[src/rtl/if_stage.sv]
// if_stage: MIPS instruction-fetch stage owning the PC, the imem req/ack handshake and the IF/ID register
module if_stage #(
    parameter logic [31:0] PC_RESET = 32'h0000_0000,
    parameter logic [31:0] INST_NOP = 32'h0000_0000
) (
    input  logic        clk,
    input  logic        rst_n,
    input  logic        if_en,
    input  logic        if_rst,
    input  logic        redirect_valid,
    input  logic [31:0] redirect_pc,
    output logic        imem_req,
    output logic [31:0] imem_addr,
    input  logic        imem_ack,
    input  logic [31:0] imem_rdata,
    output logic [31:0] inst_id,
    output logic [31:0] pc_id,
    output logic        if_valid,
    output logic        fetch_stall
);
    typedef enum logic [1:0] {IDLE, FETCH, HOLD, DISCARD} state_t;

    state_t      state_q, state_d;
    logic [31:0] pc_q, pc_d;
    logic [31:0] addr_q, addr_d;
    logic [31:0] hold_q, hold_d;
    logic [31:0] inst_q, inst_d;
    logic [31:0] pcid_q, pcid_d;
    logic        valid_q, valid_d;
    logic        load;
    logic [31:0] load_inst;
    logic [31:0] tgt;
    logic [31:0] seq;

    assign tgt         = redirect_pc & ~32'h3;
    assign seq         = addr_q + 32'd4;
    assign imem_req    = (state_q == FETCH) || (state_q == DISCARD);
    assign imem_addr   = addr_q;
    assign fetch_stall = imem_req & ~imem_ack;
    assign inst_id     = inst_q;
    assign pc_id       = pcid_q;
    assign if_valid    = valid_q;

    // Next-state: fetch FSM, PC/address update and IF/ID load; the address only moves once the handshake completes
    always_comb begin
        state_d   = state_q;
        pc_d      = pc_q;
        addr_d    = addr_q;
        hold_d    = hold_q;
        inst_d    = inst_q;
        pcid_d    = pcid_q;
        valid_d   = valid_q;
        load      = 1'b0;
        load_inst = imem_rdata;
        case (state_q)
            IDLE: begin
                state_d = FETCH;
                pc_d    = redirect_valid ? tgt : pc_q;
                addr_d  = redirect_valid ? tgt : pc_q;
            end
            FETCH: begin
                if (redirect_valid) begin
                    pc_d    = tgt;
                    addr_d  = imem_ack ? tgt : addr_q;
                    state_d = imem_ack ? FETCH : DISCARD;
                end else if (imem_ack && if_en) begin
                    load   = 1'b1;
                    pc_d   = seq;
                    addr_d = seq;
                end else if (imem_ack) begin
                    hold_d  = imem_rdata;
                    state_d = HOLD;
                end
            end
            HOLD: begin
                if (redirect_valid) begin
                    pc_d    = tgt;
                    addr_d  = tgt;
                    state_d = FETCH;
                end else if (if_en) begin
                    load      = 1'b1;
                    load_inst = hold_q;
                    pc_d      = seq;
                    addr_d    = seq;
                    state_d   = FETCH;
                end
            end
            DISCARD: begin
                pc_d = redirect_valid ? tgt : pc_q;
                if (imem_ack) begin
                    addr_d  = pc_d;
                    state_d = FETCH;
                end
            end
            default: state_d = IDLE;
        endcase
        if (if_rst) begin
            inst_d  = INST_NOP;
            valid_d = 1'b0;
        end else if (load) begin
            inst_d  = load_inst;
            pcid_d  = seq;
            valid_d = 1'b1;
        end
    end

    // State register; asynchronous reset aborts any outstanding request
    always_ff @(posedge clk or negedge rst_n) begin
        if (!rst_n) begin
            state_q <= IDLE;
            pc_q    <= PC_RESET;
            addr_q  <= PC_RESET;
            hold_q  <= INST_NOP;
            inst_q  <= INST_NOP;
            pcid_q  <= 32'h0;
            valid_q <= 1'b0;
        end else begin
            state_q <= state_d;
            pc_q    <= pc_d;
            addr_q  <= addr_d;
            hold_q  <= hold_d;
            inst_q  <= inst_d;
            pcid_q  <= pcid_d;
            valid_q <= valid_d;
        end
    end
endmodule

[config.mk]
export PLATFORM = sky130hd
export DESIGN_NAME = if_stage
export DESIGN_NICKNAME = d
export VERILOG_FILES = /design/src/rtl/if_stage.sv
export SDC_FILE = /design/constraint.sdc
export NUM_CORES = 1
export LEC_CHECK = 0
export ABC_AREA = 1
export BUFFER_PORTS_ARGS = -buffer_cell sky130_fd_sc_hd__clkbuf_2
export CAP_MARGIN = 20
export CORE_MARGIN = 5
export CORE_UTILIZATION = 50
export DETAILED_ROUTE_END_ITERATION = 10
export PLACE_DENSITY = 0.84
export SYNTH_ARGS = -nofsm -noshare
export SYNTH_HDL_FRONTEND = slang
export SYNTH_SLANG_ARGS = --single-unit
export TNS_END_PERCENT = 50
[constraint.sdc]
create_clock -name clk -period 2.6 [get_ports clk]
set_clock_uncertainty 0.2 [all_clocks]
set_input_delay 0.26 -clock clk [delete_from_list [all_inputs] [get_ports clk]]
set_output_delay 0.26 -clock clk [all_outputs]
set_load 0.01 [all_outputs]
# Word-level counts from Yosys, hierarchy flattened
# Cells that the tools add are included.
word_totals:
  input_bits: 70
  register_bits: 163
op_classes:
  eq_ne: 9
  n_addsub: 1
  n_reduce_logical: 10
  n_bitwise: 5
  muxes: 30
ops:
  columns: ["operator", "count"]
  rows:
  - ["32-bit two-way mux", 13]
  - ["32-bit one-hot mux with 4 select lines", 1]
  - ["32-bit one-hot mux with 3 select lines", 1]
  - ["32-bit by 3-bit adder with 32-bit output (second input constant)", 1]
  - ["2-bit two-way mux", 7]
  - ["3-bit != test (second input constant)", 4]
  - ["4-bit AND reduction", 3]
  - ["2-bit one-hot mux with 4 select lines", 1]
  - ["1-bit two-way mux", 6]
  - ["2-bit == test (second input constant)", 2]
  - ["1-bit NOT", 4]
  - ["2-bit AND reduction", 2]
  - ["3-bit by 2-bit != test with 1-bit output (second input constant)", 1]
  - ["2-bit by 1-bit == test with 1-bit output (second input constant)", 1]
  - ["2-bit logical NOT", 1]
  - ["2-bit != test (second input constant)", 1]
  - ["1-bit one-hot mux with 2 select lines", 1]
  - ["2-bit nonzero test", 1]
  - ["2-bit OR reduction", 1]
  - ["1-bit bitwise AND", 1]
  - ["1-bit logical AND", 1]
  - ["1-bit logical OR", 1]

# Logic depth before layout (Yosys ltp)
# Gate-level depths: netlist of the first run.
depth:
  depth_word: 6
  mapped_depth: 13

# Worst setup path before layout of the first run
# OpenSTA, ideal clock, no wires.
synth_timing:
  path_type: "flip-flop to flip-flop"
  startpoint: "register state_q[0]"
  endpoint: "register addr_q[10] (netlist: imem_addr[10])"
  stages_incl_launch_ff: 10
  t_arrival_ps: 1728
  period_less_slack_ps: 2060
  setup_time_ps: 132
  slack_ps: 540
  required_ps: 2268
  cell_sequence: "dfrtp_1 > ha_1 > or2_1 > nand2_1 > inv_1 > a211oi_2 > inv_2 > clkbuf_1 > nand2_1 > o21ai_1"
synth_between:
  elab_chain_cells: 3
  elab_cells_between_ends: 10
  classes_between: "eq/ne: 7; mux: 1; reduce/logical: 2"
synth_lines:
  columns: ["element", "line_no", "text"]
  rows:
  - ["from (decl)", "23", "state_t state_q, state_d;"]
  - ["from (signal assigned)", "118", "state_q <= state_d;"]
  - ["2-bit by 1-bit == test with 1-bit output / 2-bit == test (equally long branches)", "55", "case (state_q)"]
  - ["3-bit != test (no line), or another cell as far along", null, null]
  - ["4-bit AND reduction (no line)", null, null]
  - ["to (signal assigned)", "120", "addr_q <= addr_d;"]
  - ["to (decl)", "25", "logic [31:0] addr_q, addr_d;"]
# Parallel ways exist; a longest one is shown, timed or not.
# A chain may end at the register's enable or synchronous reset.

# Worst setup path in the final report of the first run
layout_timing:
  startpoint: "register state_q[1]"
  endpoint: "register pcid_q[18] (netlist: pc_id[18])"
layout_between:
  elab_chain_cells: 3
  elab_cells_between_ends: 4
  classes_between: "eq/ne: 2; mux: 1; reduce/logical: 1"
layout_lines:
  columns: ["element", "line_no", "text"]
  rows:
  - ["2-bit == test / 2-bit by 1-bit == test with 1-bit output (equally long branches)", "55", null]
  - ["1-bit one-hot mux with 2 select lines *", "55", null]
  - ["2-bit AND reduction (no line) *", null, null]
  - ["to (signal assigned)", "123", "pcid_q <= pcid_d;"]
  - ["to (decl)", "28", "logic [31:0] pcid_q, pcid_d;"]
# Every way passes the cells marked *; elsewhere a longest branch is shown, timed or not.

==> metrics.cfg, run 1 <==
[outcome]
status = finished clean

[synth]
async_flop_share_pct = 100.0
synth_compound_gate_area_share_pct = 9.112
synth_fa_ha_area_share_pct = 0.6328
ys_seq_area_share_pct = 51.57
synth_ff_type = dfrtp_1
syn_nets = 1004
synth_area_um2 = 7909
netlist_instances = 930
synth_mux_area_share_pct = 8.606
synth_xor_xnor_area_share_pct = 0.7752
ys_seq_elements = 163
synth_area_per_cell_um2 = 8.504
synth_top_family_by_area = simple AND/OR/NAND/NOR gates
synth.distinct_cells = 34
yosysWarnings = 0
synth_simple_gate_area_share_pct = 23.18
synth-edff-count = 0

[power]
switchingPower_mw = 4.295
combPwrFrac_pct = 37.0
p_sw_share_pct = 39.67
p_seq_share_pct = 40.0
power.density_nw_per_um2 = 1085
p_leak_nw = 5.189
power.internal_mw = 6.531
pwr-share-clk_pct = 23.0
vdd_drop_max_uv = 568.5

[clocking]
cts_sinks = 163
path_clk_slew_ns = 0.06
cts_buffers = 17
clockRootBuffer = clkbuf_16
htreeDepth = 4
cts_tree = yes
clock_path_buffers = 2
insertion_delay_ns = 0.42

[hold_path]
min_from = redirect_pc[21]
holdPathStages = 5
min_path_type = input port to flip-flop

[sta]
period_share_pct = 86.81
fin_tns_setup_ns = 0
rsz0062_at_grt = no
fmax_mhz = 443.1
period_needed_ns = 2.257
setup-violations-final = 0
worst_pin_slew_ns = 0.7418
hold_ws_ns = 0.01495
slew_violations = 0
slew_headroom_pct = 50.55
final_hold_viol_count = 0

[die]
die_area_um2 = 18430
die_w_um = 135.8
num_rows = 46
core_area_um2 = 15710
num_io_pins = 169
initial_utilization_pct = 50.33
die_h_um = 135.8

[worst_setup_path]
worst_setup_path_start_kind = flip-flop
cp.arrival_ns = 2.37
critical_path_required_ns = 2.72
path_class = flip-flop to flip-flop
reg2reg_from = state_q[1]$_DFFE_PN0P_
cp-end-kind = flip-flop
path_max_fanout = 37
r2r_cells = 11
crit_path_start = state_q[1]$_DFFE_PN0P_

[routing]
drtIter0Drc = 627
drc = 0
ant_nets = 0
drt_wl_total_um = 22910
avgViaCountPerCell = 5.415
vias = 7348
drt-pass1-iter-count = 7
wl_per_cell_um = 16.88

[final_layout]
nFillCells = 1281
seqCellArea_um2 = 4079
finalNetCount = 1202
antenna_cells = 0
final_layout_size_suffix_gt1_share_pct = 22.87
synthToLayoutAreaGrowth_pct = 26.18
multi_input_area_um2 = 3358

[global_routing]
antenna_found_initial = 0
gr-total-overflow = 0
grt_max_degree = 76
grt_pass1_wl_um = 37120
grt_use_total_pct = 25.47
grt_pass1_vias = 7324

[placement]
gp_congestion = 0.9067
numPortBuffers = 166
dp_hpwl_um = 15370

[job]
drv_cap = 0

## critical path, stage by stage (launching register included)
cell	delay (ns)
dfrtp_1	0.42
inv_1	0.08
ha_1	0.17
inv_1	0.05
nor2_2	0.11
inv_2	0.05
o21ai_1	0.15
nand2_2	0.08
nor2_2	0.15
buf_4	0.40
nand3_1	0.15
o21a_1	0.14
## through the flow
stage / area, µm² / instances / util (%) / power, mW / worst slack (ns)
finish: 9980 / 1357 / 63.51 / 10.83 / 0.3430
global route: 9980 / 1357 / 63.51 / 11.57 / 0.1186
CTS: 9977 / 1357 / 63.50 / 10.82 / 0.2297
detailed placement: 9025 / 1288 / 57.44 / 8.266 / 0.2334
global placement: 9025 / 1288 / 57.44 / 8.081 / 0.3933
floorplan: 7909 / 930 / - / 6.685 / 0.5397
## Yosys cell counts, types with 3 or more instances
library cell / number / share of area (%)
clkbuf_1: 26 / 1.2
nor2_1: 44 / 2.1
mux2i_1: 32 / 4.1
buf_4: 3 / 0.28
xnor2_1: 5 / 0.55
o21ai_1: 26 / 1.6
inv_1: 71 / 3.4
o21ai_0: 54 / 3.4
o22ai_1: 20 / 1.6
o21bai_1: 5 / 0.47
nand2_1: 281 / 13
mux2_2: 32 / 4.6
o21a_1: 12 / 1.1
buf_1: 3 / 0.14
dfrtp_1: 163 / 52
buf_2: 12 / 0.76
nand3_1: 110 / 7.0
inv_2: 6 / 0.28
nand4_1: 3 / 0.24
ha_1: 4 / 0.63
## layout make-up
class                   count  area share [%]
flip-flops and latches    163           40.87
multi-input cells         645           33.65
repair buffers            223           13.98
clock buffers              18           4.300
inverters                  78           2.959
well taps                 216           2.708
clock inverters            14           1.530
## repair_timing
item | in CTS | in global routing
gates resized for setup | 0 | 2
buffers inserted | 0 | 0
endpoints found under the hold margin | 135 | 0
hold buffers | 37 | 0
endpoints found under the setup margin | 0 | 2
## kinds of logic (layout without fill, tap and decap cells)
kind of cell / Yosys count / in the layout
flip-flops: 163 / 163
multiplexers: 64 / 64
adder cells (fa/ha/maj): 4 / 4
AO/OA/AOI/OAI: 125 / 125
AND/OR/NAND/NOR: 445 / 445
buffers and inverters: 122 / 333
XOR/XNOR: 7 / 7
## flip-flops by register name, indices dropped and copies added, names as in the netlist
register,count
pc_id,32
state_q,2
imem_addr,32
if_valid,1
inst_id,32
hold_q,32
pc_q,32
## placed cells by master (no fill, tap or decap), types with 2 or more instances in the layout
cell,n
bufinv_16,2
inv_1,71
o22ai_1,20
clkinvlp_4,4
nand3_1,109
nor2_1,44
o21bai_1,5
o221ai_1,2
clkbuf_2,165
inv_2,5
clkbuf_16,17
o21a_1,12
o21ai_0,54
buf_12,3
dfrtp_1,163
o21ai_1,26
nor2_2,2
a21oi_1,2
mux2_2,32
inv_6,5
nand4_1,3
dlygate4sd3_1,37
nand2_1,281
xnor2_1,5
ha_1,4
xor2_1,2
buf_4,17
mux2i_1,32
clkinv_2,2
## worst paths after layout
| path | to | slack (ns) |
|---|---|---|
| max | pc_id[18]$_DFFE_PN0P_ | 0.34 |
| min | pc_q[21]$_DFFE_PN0P_ | 0.01 |
| max reg2reg | pc_id[18]$_DFFE_PN0P_ | 0.34 |
| min reg2reg | pc_id[8]$_DFFE_PN0P_ | 0.28 |
| max in group asynchronous | pc_id[20]$_DFFE_PN0P_ | 1.28 |
| min in group asynchronous | inst_id[10]$_DFFE_PN0P_ | 0.25 |
## per-layer routing
| layer | GRT usage (%) | routed length, µm | vias to the layer above |
|---|---|---|---|
| met2 | 42.15 | 11010 | 346 |
| met5 | 0 | 0 | - |
| met1 | 32.98 | 9344 | 3482 |
| met3 | 5.646 | 1904 | 59 |
| li1 | - | - | 3461 |
| met4 | 9.406 | 650 | 0 |
## power by group through the flow
stage	combinational, mW	clock, mW	sequential (mW)
final	4.01	2.49	4.33
after floorplan	2.30	0	4.39
after CTS	3.99	2.52	4.30
after detailed placement	3.92	0	4.34
after global placement	3.81	0	4.27
after global routing	4.49	2.63	4.46
Note: power is estimated with default switching activity, not from simulation.
==> run 2: changes to the inputs <==
--- a/config.mk
+++ b/config.mk
@@ -8,6 +8,7 @@
 export ABC_AREA = 1
 export BUFFER_PORTS_ARGS = -buffer_cell sky130_fd_sc_hd__clkbuf_2
 export CAP_MARGIN = 20
+export CORE_ASPECT_RATIO = 0.5
 export CORE_MARGIN = 5
 export CORE_UTILIZATION = 50
 export DETAILED_ROUTE_END_ITERATION = 10
==> metrics.cfg, run 2 (synthesis gave the netlist of run 1 again) <==
[clocking]
cts_sinks = 163  ; unchanged
htreeDepth = 4  ; unchanged
path_clk_slew_ns = 0.07  ; was 0.06 ns
cts_buffers = 17  ; unchanged
clockRootBuffer = clkbuf_16  ; unchanged
cts_tree = yes  ; unchanged
insertion_delay_ns = 0.42  ; about the same
clock_path_buffers = 2  ; unchanged

[worst_setup_path]
crit_path_start = state_q[0]$_DFFE_PN0P_  ; was state_q[1]$_DFFE_PN0P_
critical_path_required_ns = 2.68  ; was 2.72 ns
worst_setup_path_start_kind = flip-flop  ; unchanged
cp-end-kind = flip-flop  ; unchanged
path_class = flip-flop to flip-flop  ; unchanged
reg2reg_from = state_q[0]$_DFFE_PN0P_  ; was state_q[1]$_DFFE_PN0P_
path_max_fanout = 21  ; was 37
cp.arrival_ns = 2.51  ; was 2.37 ns

[die]
core_area_um2 = 15450  ; was 15710 µm²
die_area_um2 = 18590  ; was 18430 µm²
die_h_um = 98.93  ; was 135.8 µm
num_io_pins = 169  ; unchanged
die_w_um = 187.9  ; was 135.8 µm
initial_utilization_pct = 51.17  ; was 50.33%
num_rows = 32  ; was 46

[power]
power.density_nw_per_um2 = 1113  ; was 1085 nW/µm²
vdd_drop_max_uv = 674.5  ; was 568.5 µV
p_leak_nw = 5.224  ; was 5.189 nW

[sta]
hold_ws_ns = 0.01066  ; was 0.01495 ns
period_needed_ns = 2.426  ; was 2.257 ns
final_hold_viol_count = 0  ; unchanged
slew_violations = 0  ; unchanged
fmax_mhz = 412.3  ; was 443.1 MHz
slew_headroom_pct = 60.87  ; was 50.55%
worst_pin_slew_ns = 0.5851  ; was 0.7418 ns
fin_tns_setup_ns = 0  ; unchanged
period_share_pct = 93.29  ; was 86.81%
setup-violations-final = 0  ; unchanged
rsz0062_at_grt = no  ; unchanged

[final_layout]
final_layout_size_suffix_gt1_share_pct = 22.96  ; was 22.87%
nFillCells = 1208  ; was 1281
antenna_cells = 0  ; unchanged
finalNetCount = 1198  ; was 1202
layout_common_cells = nand2_1 (281), clkbuf_2 (165), dfrtp_1 (163)  ; unchanged
fin_util_pct = 64.86  ; was 63.51%
final_common_cell = nand2_1  ; unchanged
synthToLayoutAreaGrowth_pct = 26.74  ; was 26.18%
final_area_um2 = 10020  ; was 9980 µm²
layout.cells.non_filler = 1341  ; was 1357

[global_routing]
grt_pass1_vias = 7554  ; was 7324
grt_pass1_wl_um = 36780  ; was 37120 µm
grt_max_degree = 61  ; was 76
grt_use_total_pct = 24.07  ; was 25.47%
gr-total-overflow = 0  ; unchanged
antenna_found_initial = 0  ; unchanged

[placement]
numPortBuffers = 166  ; unchanged
dp_hpwl_um = 15160  ; was 15370 µm
gp_congestion = 0.9462  ; was 0.9067
dp.cells = 1275  ; was 1288
dpl-instance-area_um2 = 9015  ; was 9025 µm²

[hold_path]
min_from = imem_ack  ; was redirect_pc[21]
min_path_type = input port to flip-flop  ; unchanged

[routing]
avgViaCountPerCell = 5.421  ; was 5.415
drt-pass1-iter-count = 6  ; was 7
drtIter0Drc = 672  ; was 627
ant_nets = 0  ; unchanged
wl_per_cell_um = 16.57  ; was 16.88 µm
drt_wl_total_um = 22220  ; was 22910 µm
vias = 7270  ; was 7348
drc = 0  ; unchanged

[outcome]
status = finished clean  ; unchanged

[job]
drv_cap = 0  ; unchanged

==> run 2: cell type report <==
| type | instances | area, µm² | area share [%] |
|---|---|---|---|
| Multi-Input combinational cell | 645 | 3358 | 33.50 |
| Tap cell | 204 | 255.2 | 2.546 |
| Clock inverter | 15 | 240.2 | 2.397 |
| Clock buffer | 17 | 425.4 | 4.244 |
| Sequential cell | 163 | 4079 | 40.69 |
| Timing Repair Buffer | 219 | 1370 | 13.67 |
| Inverter | 78 | 295.3 | 2.946 |
==> run 2: worst paths after layout <==
| check | cells past startpoint | end | slack (ns) |
|---|---|---|---|
| min reg2reg | 2 | pc_id[8]$_DFFE_PN0P_ | 0.27 |
| min | 4 | state_q[1]$_DFFE_PN0P_ | 0.01 |
| min in group asynchronous | 2 | pc_id[26]$_DFFE_PN0P_ | 0.15 |
| max in group asynchronous | 3 | inst_id[19]$_DFFE_PN0P_ | 1.34 |
| max | 8 | imem_addr[6]$_DFFE_PN0P_ | 0.17 |
| max reg2reg | 8 | imem_addr[6]$_DFFE_PN0P_ | 0.17 |
==> run 2: critical path, cell delays in order (launching register included) <==
cell      delay [ns]
dfrtp_1         0.41
ha_1            0.23
or2_1           0.26
nand2_1         0.09
inv_1           0.08
a211oi_4        0.48
inv_2           0.31
nand2_1         0.14
o21ai_1         0.09
==> run 2: stage by stage <==
stage,setup slack [ns],power (mW)
after detailed placement,0.1613,8.235
after CTS,0.1586,11.16
after global routing,0.005051,11.89
final,0.1745,11.15
after global placement,0.3156,8.027
after floorplan,0.5397,6.685
==> run 2: metal layers <==
metal / GRT usage [%] / wire, µm / up-vias / part of all wire [%]
met5: 0 / 0 / - / 0
met4: 8.286 / 407 / 0 / 1.8
met3: 5.556 / 1384 / 38 / 6.2
met2: 42.15 / 11110 / 253 / 50
met1: 29.71 / 9317 / 3515 / 42
li1: - / - / 3464 / -
==> run 2: repair_timing <==
| item | 4_1_cts | 5_1_grt |
|---|---|---|
| resized for setup | 0 | 2 |
| endpoints found under the hold margin | 106 | 0 |
| buffers inserted | 0 | 0 |
| hold buffers | 34 | 0 |
| setup endpoints to repair | 0 | 27 |
==> run 2: power breakdown <==
part,switching (mW),total [mW],internal (mW)
combinational,2.41,3.98,1.57
clock,1.12,2.86,1.74
sequential,0.781,4.32,3.54
total,4.31,11.2,6.84
==> run 3: changes to the inputs <==
--- a/config.mk
+++ b/config.mk
@@ -13,6 +13,7 @@
 export CORE_UTILIZATION = 50
 export DETAILED_ROUTE_END_ITERATION = 10
 export PLACE_DENSITY = 0.84
+export SETUP_SLACK_MARGIN = 0.3
 export SYNTH_ARGS = -nofsm -noshare
 export SYNTH_HDL_FRONTEND = slang
 export SYNTH_SLANG_ARGS = --single-unit
==> metrics.cfg, run 3 (synthesis gave the netlist of run 1 again) <==
[sta]
setup_slack_ns = 0.4277  ; was 0.1745 ns
rsz0062_at_grt = yes  ; was no
final_hold_viol_count = 0  ; unchanged
slew_violations = 0  ; unchanged
period_share_pct = 83.55  ; was 93.29%
setup-violations-final = 0  ; unchanged
hold_ws_ns = 0.01508  ; was 0.01066 ns
period_needed_ns = 2.172  ; was 2.426 ns
fin_tns_setup_ns = 0  ; unchanged
fmax_mhz = 460.3  ; was 412.3 MHz
worst_pin_slew_ns = 0.5806  ; was 0.5851 ns
slew_headroom_pct = 61.29  ; was 60.87%

[power]
p_sw_share_pct = 38.65  ; was 38.66%
p_leak_nw = 5.238  ; was 5.224 nW
vdd_drop_max_uv = 658.3  ; was 674.5 µV
pwr-share-clk_pct = 25.4  ; was 25.6%
combPwrFrac_pct = 36.0  ; was 35.6%
power.internal_mw = 6.873  ; was 6.842 mW
switchingPower_mw = 4.330  ; was 4.312 mW
power.density_nw_per_um2 = 1112  ; was 1113 nW/µm²
p_seq_share_pct = 38.6  ; was 38.7%

[final_layout]
layout_common_cells = nand2_1 (280), clkbuf_2 (165), dfrtp_1 (163)  ; was nand2_1 (281), clkbuf_2 (165), dfrtp_1 (163)
multi_input_area_um2 = 3383  ; was 3358 µm²
seqCellArea_um2 = 4079  ; unchanged
antenna_cells = 0  ; unchanged
nFillCells = 1212  ; was 1208
finalNetCount = 1200  ; was 1198
synthToLayoutAreaGrowth_pct = 27.32  ; was 26.74%
final_layout_size_suffix_gt1_share_pct = 23.44  ; was 22.96%
final_common_cell = nand2_1  ; unchanged

[clocking]
clock_path_buffers = 2  ; unchanged
path_clk_slew_ns = 0.07  ; about the same
cts_tree = yes  ; unchanged
cts_sinks = 163  ; unchanged
insertion_delay_ns = 0.41  ; was 0.42 ns
cts_buffers = 17  ; unchanged
clockRootBuffer = clkbuf_16  ; unchanged
htreeDepth = 4  ; unchanged

[routing]
ant_nets = 0  ; unchanged
avgViaCountPerCell = 5.458  ; was 5.421
drt-pass1-iter-count = 7  ; was 6
drc = 0  ; unchanged
vias = 7330  ; was 7270
wl_per_cell_um = 16.58  ; was 16.57 µm
drt_wl_total_um = 22270  ; was 22220 µm
drtIter0Drc = 671  ; was 672

[die]
core_area_um2 = 15450  ; unchanged
num_io_pins = 169  ; unchanged
num_rows = 32  ; unchanged
die_area_um2 = 18590  ; unchanged
die_w_um = 187.9  ; unchanged
die_h_um = 98.93  ; unchanged
initial_utilization_pct = 51.17  ; unchanged

[global_routing]
grt_pass1_vias = 7567  ; was 7554
grt_use_total_pct = 24.10  ; was 24.07%
gr-total-overflow = 0  ; unchanged
antenna_found_initial = 0  ; unchanged
grt_max_degree = 61  ; unchanged
grt_pass1_wl_um = 36860  ; was 36780 µm

[worst_setup_path]
r2r_slack_ns = 0.43  ; was 0.17 ns
regToRegEndpoint = pc_q[6]$_DFFE_PN0P_  ; was imem_addr[6]$_DFFE_PN0P_
path_class = flip-flop to flip-flop  ; unchanged
r2r_cells = 8  ; unchanged
worst_setup_path_start_kind = flip-flop  ; unchanged
reg2reg_from = state_q[0]$_DFFE_PN0P_  ; unchanged
critical_path_required_ns = 2.71  ; was 2.68 ns
cp-end-kind = flip-flop  ; unchanged
cp.arrival_ns = 2.28  ; was 2.51 ns
path_max_fanout = 13  ; was 21

[placement]
numPortBuffers = 166  ; unchanged
dp_hpwl_um = 15160  ; unchanged
gp_congestion = 0.9462  ; unchanged
pre_cts_slack_ns = 0.1613  ; unchanged

[hold_path]
min_from = redirect_pc[2]  ; was imem_ack
min_to = pc_q[2]$_DFFE_PN0P_  ; was state_q[1]$_DFFE_PN0P_
min_path_type = input port to flip-flop  ; unchanged
holdPathStages = 5  ; was 4

[job]
drv_cap = 0  ; unchanged

[outcome]
status = finished clean  ; unchanged

run 3: changes by cell type in the layout (fill, tap and decap cells not counted):
cell,before,now
nor2_1,44,41
nor2_4,0,3
buf_4,15,16
buf_6,1,2
inv_4,1,0
inv_6,5,6
nand2_1,281,280
nand2_2,1,2
run 3: worst max path at each step:
stage / startpoint / to / slack, ns / cells after the start
6_report: state_q[0]$_DFFE_PN0P_ / pc_q[6]$_DFFE_PN0P_ / 0.43 / 8
5_1_grt: state_q[0]$_DFFE_PN0P_ / pc_q[6]$_DFFE_PN0P_ / 0.26 / 8
4_1_cts: imem_addr[2]$_DFFE_PN0P_ / pc_q[22]$_DFFE_PN0P_ / 0.31 / 10
3_5_place_dp: state_q[1]$_DFFE_PN0P_ / pc_id[2]$_DFFE_PN0P_ / 0.16 / 11
3_3_place_gp: state_q[1]$_DFFE_PN0P_ / pc_id[3]$_DFFE_PN0P_ / 0.32 / 11
2_1_floorplan: state_q[0]$_DFFE_PN0P_ / imem_addr[10]$_DFFE_PN0P_ / 0.54 / 9
run 3: per-stage QoR:
stage	power [mW]	utilization (%)	instances	cell area [µm²]
floorplan	6.685	-	930	7909
global placement	8.027	58.33	1275	9015
detailed placement	8.235	58.33	1275	9015
CTS	11.19	64.95	1343	10040
global route	11.94	65.16	1343	10070
finish	11.20	65.16	1343	10070
run 3: metal layers:
layer	vias up	global-route usage, %	part of all wire, %
met1	3526	29.84	41
met2	288	41.98	50
met3	50	5.131	6.2
met4	0	9.188	2.1
li1	3466	-	-
met5	-	0	0
run 3: worst max-delay path: stages, from the launching register on:
cell      delay, ns
dfrtp_1        0.39
inv_1          0.08
ha_1           0.38
buf_4          0.22
nand2_1        0.10
buf_4          0.22
o22ai_1        0.09
o21bai_1       0.19
o21ai_0        0.21
run 3: power by group through the flow:
stage / combinational, mW / clock, mW / sequential, mW
finish: 4.03 / 2.84 / 4.33
global route: 4.50 / 3.01 / 4.44
CTS: 4.01 / 2.88 / 4.30
detailed placement: 3.90 / 0 / 4.33
global placement: 3.76 / 0 / 4.27
floorplan: 2.30 / 0 / 4.39
run 3: area by class of cell:
cell class | count | area share, %
clock inverters | 15 | 2.386
repair buffers | 221 | 13.79
flip-flops and latches | 163 | 40.51
inverters | 78 | 2.957
clock buffers | 17 | 4.225
multi-input cells | 645 | 33.60
well taps | 204 | 2.535
run 3: what timing repair did:
| action | 4_1_cts | 5_1_grt |
|---|---|---|
| endpoints found under the setup margin | 79 | 80 |
| hold buffers | 34 | 0 |
| resized for setup | 1 | 9 |
| hold endpoints to repair | 106 | 0 |
| pin swaps | 1 | 1 |
| buffers inserted | 2 | 0 |
